$ cat src/rtl/universal_shift_reg.sv
// Universal shift register: hold, shift right/left, parallel load, with a fill counter.
// Define SHIFT_ROTATE_EN to let rot=1 recirculate the end stage instead of taking a.
module universal_shift_reg #(
  parameter int WIDTH = 1,
  parameter int DEPTH = 4
) (
  input  logic                     clk,
  input  logic                     rst,
  input  logic                     en,
  input  logic [1:0]               mode,
  input  logic                     rot,
  input  logic [WIDTH-1:0]         a,
  input  logic [DEPTH*WIDTH-1:0]   pin,
  output logic [WIDTH-1:0]         q,
  output logic [WIDTH-1:0]         ql,
  output logic [DEPTH*WIDTH-1:0]   pout,
  output logic [$clog2(DEPTH+1)-1:0] count,
  output logic                     full
);

  localparam int CW = $clog2(DEPTH+1);

  typedef enum logic [1:0] {
    M_HOLD = 2'b00,
    M_SHR  = 2'b01,
    M_SHL  = 2'b10,
    M_LOAD = 2'b11
  } mode_e;

  logic [DEPTH-1:0][WIDTH-1:0] stage_q, stage_d, pin_arr;
  logic [CW-1:0]               count_q, count_d;
  logic                        full_q, full_d;
  logic                        rot_act;
  logic [WIDTH-1:0]            shr_in, shl_in;

`ifdef SHIFT_ROTATE_EN
  assign rot_act = rot;
`else
  logic unused_rot;
  assign unused_rot = rot;
  assign rot_act    = 1'b0;
`endif

  assign pin_arr = pin;
  assign shr_in  = rot_act ? stage_q[DEPTH-1] : a;
  assign shl_in  = rot_act ? stage_q[0]       : a;

  always_comb begin
    stage_d = stage_q;
    count_d = count_q;
    if (en) begin
      unique case (mode_e'(mode))
        M_SHR: begin
          stage_d[0] = shr_in;
          for (int i = 1; i < DEPTH; i++) stage_d[i] = stage_q[i-1];
        end
        M_SHL: begin
          stage_d[DEPTH-1] = shl_in;
          for (int i = 0; i < DEPTH-1; i++) stage_d[i] = stage_q[i+1];
        end
        M_LOAD:  stage_d = pin_arr;
        default: ;
      endcase
      if (mode == M_LOAD)
        count_d = CW'(DEPTH);
      else if ((mode == M_SHR || mode == M_SHL) && !rot_act && count_q != CW'(DEPTH))
        count_d = count_q + CW'(1);
    end
    // full is registered so every output comes straight from a flop
    full_d = (count_d == CW'(DEPTH));
  end

  always_ff @(posedge clk or posedge rst) begin
    if (rst) begin
      stage_q <= '0;
      count_q <= '0;
      full_q  <= 1'b0;
    end else begin
      stage_q <= stage_d;
      count_q <= count_d;
      full_q  <= full_d;
    end
  end

  assign pout  = stage_q;
  assign q     = stage_q[DEPTH-1];
  assign ql    = stage_q[0];
  assign count = count_q;
  assign full  = full_q;

endmodule

$ cat config.mk
export PLATFORM = sky130hd
export DESIGN_NAME = universal_shift_reg
export DESIGN_NICKNAME = d
export VERILOG_FILES = /design/src/rtl/universal_shift_reg.sv
export SDC_FILE = /design/constraint.sdc
export NUM_CORES = 1
export LEC_CHECK = 0
export ABC_AREA = 1
export BUFFER_PORTS_ARGS = -buffer_cell sky130_fd_sc_hd__buf_2
export CAP_MARGIN = 20
export CORE_AREA = 2 2 39 41
export DETAILED_ROUTE_END_ITERATION = 10
export DIE_AREA = 0 0 41 43
export GPL_TIMING_DRIVEN = 0
export PLACE_DENSITY = 0.65
export RECOVER_POWER = 25
export SYNTH_ARGS = -nofsm -noshare
export SYNTH_HDL_FRONTEND = slang
export SYNTH_SLANG_ARGS = --single-unit
$ cat constraint.sdc
create_clock -name clk -period 1.5 [get_ports clk]
set_clock_uncertainty 0.1 [all_clocks]
set_input_delay 0.3 -clock clk [delete_from_list [all_inputs] [get_ports clk]]
set_output_delay 0.3 -clock clk [all_outputs]
set_load 0.01 [all_outputs]
==> metrics.md <==
| Metric | Value |
|---|---|
| Resize count post-CTS | `0` |
| Synthesized Nets | `81` |
| First-pass GRT wire length | `1.580 mm` |
| Maximum vdd drop | `0.6733 mV` |
| Hold WC Path Type | `primary input to register` |
| Reg2reg path depth | `6` |
| DP Wirelength | `776.1 µm` |
| WHS Path Cells | `3` |
| Initial antenna violation count | `0` |
| Post-synthesis area per instance | `7.738 µm²` |
| Final hold violation count | `0` |
| Worst R2R Start | `count[0]` |
| CP Data Arrival Time | `1.37 ns` |
| CP Class | `register to register` |
| Largest net degree at the start of global routing | `9` |
| Worst-path fanout max | `3` |
| Rows | `14` |
| Most frequent cells in the layout | `nand2_1 (20), buf_2 (19), inv_1 (11), dfrtp_1 (8), nor2_1 (6)` |
| All-Layer GR Usage | `13.37%` |
| Post-synth cell types | `12` |
| R2r setup slk | `0.17 ns` |
| Outcome | `finished clean` |
| Bufs on Longest Clock Path | `2` |
| Hold path start | `pin[1]` |
| Slew margin rel. | `80.77%` |
| Post-Synth XOR/XNOR Area | `0%` |
| Routed len/inst | `9.352 µm` |
| Power density cells | `1343 nW/µm²` |
| Via-per-instance ratio | `4.648` |
| Yosys reg bits | `8` |
| Post-route minimum period | `1.334 ns` |
| DR DRC count | `0` |
| Nets@finish | `107` |
| Total gr overflow | `0` |
| Fillers | `148` |
| Ant diodes | `0` |
| Post-Place Cell Area | `618.1 µm²` |
| Final Slew Violations | `0` |
| Seq/Total Area, Yosys | `39.80%` |
| Post-Synthesis Cells | `65` |
| RR Endpoint | `full` |
| CTS tree | `yes` |
| H-tree levels | `1` |
| Final ANT Viol Nets | `0` |
| Commonest non-fill, non-tap cell in the layout | `nand2_1` |
| Post-route cell area | `658.1 µm²` |
| DRT iter0 DRCs | `16` |
| Via count | `488` |
| Worst-path clk slew | `0.05 ns` |
| Adder-cell share of the synthesized area | `12.44%` |
| Complex-gate fraction of the synthesized area | `7.960%` |
| Top-Level Pins | `21` |
| Sink Count | `8` |
| Kind of start point of the critical path | `register` |
| Final setup fails | `0` |
| Setup TNS | `0 ns` |
| Fmax | `0.7494 GHz` |
| Main combinational cell family by area after synthesis | `simple AND/OR/NAND/NOR gates` |
| Cell area after synthesis | `503.0 µm²` |
| Die height | `43 µm` |
| Mux cell area share after synthesis | `0%` |
| Post-Synth Simple-Gate Area | `27.86%` |
| Iteration count of the initial detailed-routing pass | `4` |
| Starting Density | `36.35%` |
| PortBufs | `19` |
| Final Cycle Share | `88.96%` |
| GPL Wtd Cong | `0.6603` |
| Maxcap violations | `0` |
| End of the worst hold path | `pout[1]` |
| Actual slew at the worst max-slew pin | `0.2881 ns` |
| Die area | `1763 µm²` |
| Utilization after layout | `47.56%` |
| Layout cells sized above 1 | `30.34%` |
| Vias in the first global route | `404` |
| Area grow syn2layout | `30.85%` |
| CTS root buf | `clkbuf_4` |
| WP data required | `1.53 ns` |
| Die W | `41 µm` |
| Core area | `1384 µm²` |
| Num CTS Buffers | `3` |
| Worst-Skew Late Latency | `0.25 ns` |
| DRT Wirelength | `982 µm` |
| Leak | `0.3751 nW` |
| Setup crit end kind | `register` |
| Yosys warning count | `0` |
| RSZ-0062 raised after global routing | `no` |
synthesized netlist by cell type:
cell,n,area (µm²)
inv_1,11,41.29
nand4_1,1,6.260
nor2_1,6,22.52
a21oi_1,1,5.000
nor2_4,1,11.26
ha_1,5,62.56
a41oi_1,4,35.03
buf_4,2,15.01
nand3_1,5,25.02
dfrtp_1,8,200.2
nand2_1,20,75.07
inv_2,1,3.750
layer usage:
metal	vias up	global-route usage, %	wire length [µm]
met2	19	19.06	454
met1	214	17.63	443
met3	0	9.424	84
met4	0	0	0
met5	-	0	0
li1	255	-	-
state kept, by name (all words and copies together) (netlist names):
register / cells
pout: 2
full: 1
ql: 1
q: 1
count: 3
kinds of logic (layout without fill, tap and decap cells):
group / after synthesis / count (layout)
AOI/OAI and AO/OA: 5 / 5
adders and majority gates: 5 / 5
buffers and inverters: 14 / 38
DFF: 8 / 8
and+or+nand+nor: 33 / 33
power breakdown:
group	total (mW)	internal (mW)	switching, mW
sequential	0.338	0.283	0.0551
combinational	0.387	0.170	0.217
clock	0.159	0.0912	0.0682
cell type report:
| cell class | count | area [µm²] | share of cell area, % |
|---|---|---|---|
| repair buffers | 21 | 112.6 | 17.11 |
| plain buffers | 2 | 15.01 | 2.281 |
| multi-input cells | 43 | 242.7 | 36.88 |
| flip-flops and latches | 8 | 200.2 | 30.42 |
| well taps | 16 | 20.02 | 3.042 |
| clock buffers | 3 | 22.52 | 3.422 |
| inverters | 12 | 45.04 | 6.844 |
metrics by stage:
stage	instances	power (mW)	setup WS, ns	hold WS (ns)
after CTS	104	0.8803	0.1466	0.2342
after global placement	100	0.6989	0.1026	0.1482
final	105	0.8840	0.1656	0.2412
after detailed placement	100	0.7116	0.08795	0.1556
after floorplan	65	0.5760	0.2225	0.01566
after global routing	105	0.9843	0.04531	0.2489
worst max-delay path by stage:
stage | from | endpoint | slack [ns] | cells after the start
finish | count[0] | full | 0.17 | 6
global route | count[0] | full | 0.05 | 8
CTS | count[0] | full | 0.15 | 8
detailed placement | mode[0] | full | 0.09 | 10
global placement | mode[0] | full | 0.10 | 10
floorplan | count[0] | full | 0.22 | 8
timing repair:
| item | CTS | global route |
|---|---|---|
| hold buffers | 1 | 0 |
| hold endpoints to repair | 8 | 0 |
| buffers inserted | 0 | 1 |
| endpoints found under the setup margin | 0 | 1 |
worst max-delay path, stage by stage (launching register included):
cell,delay [ns]
dfrtp_1,0.40
buf_4,0.15
ha_1,0.20
nand4_1,0.09
nand2_1,0.05
a21oi_1,0.17
nor2_1,0.07
No activity file was read; power rests on OpenSTA's default activity.
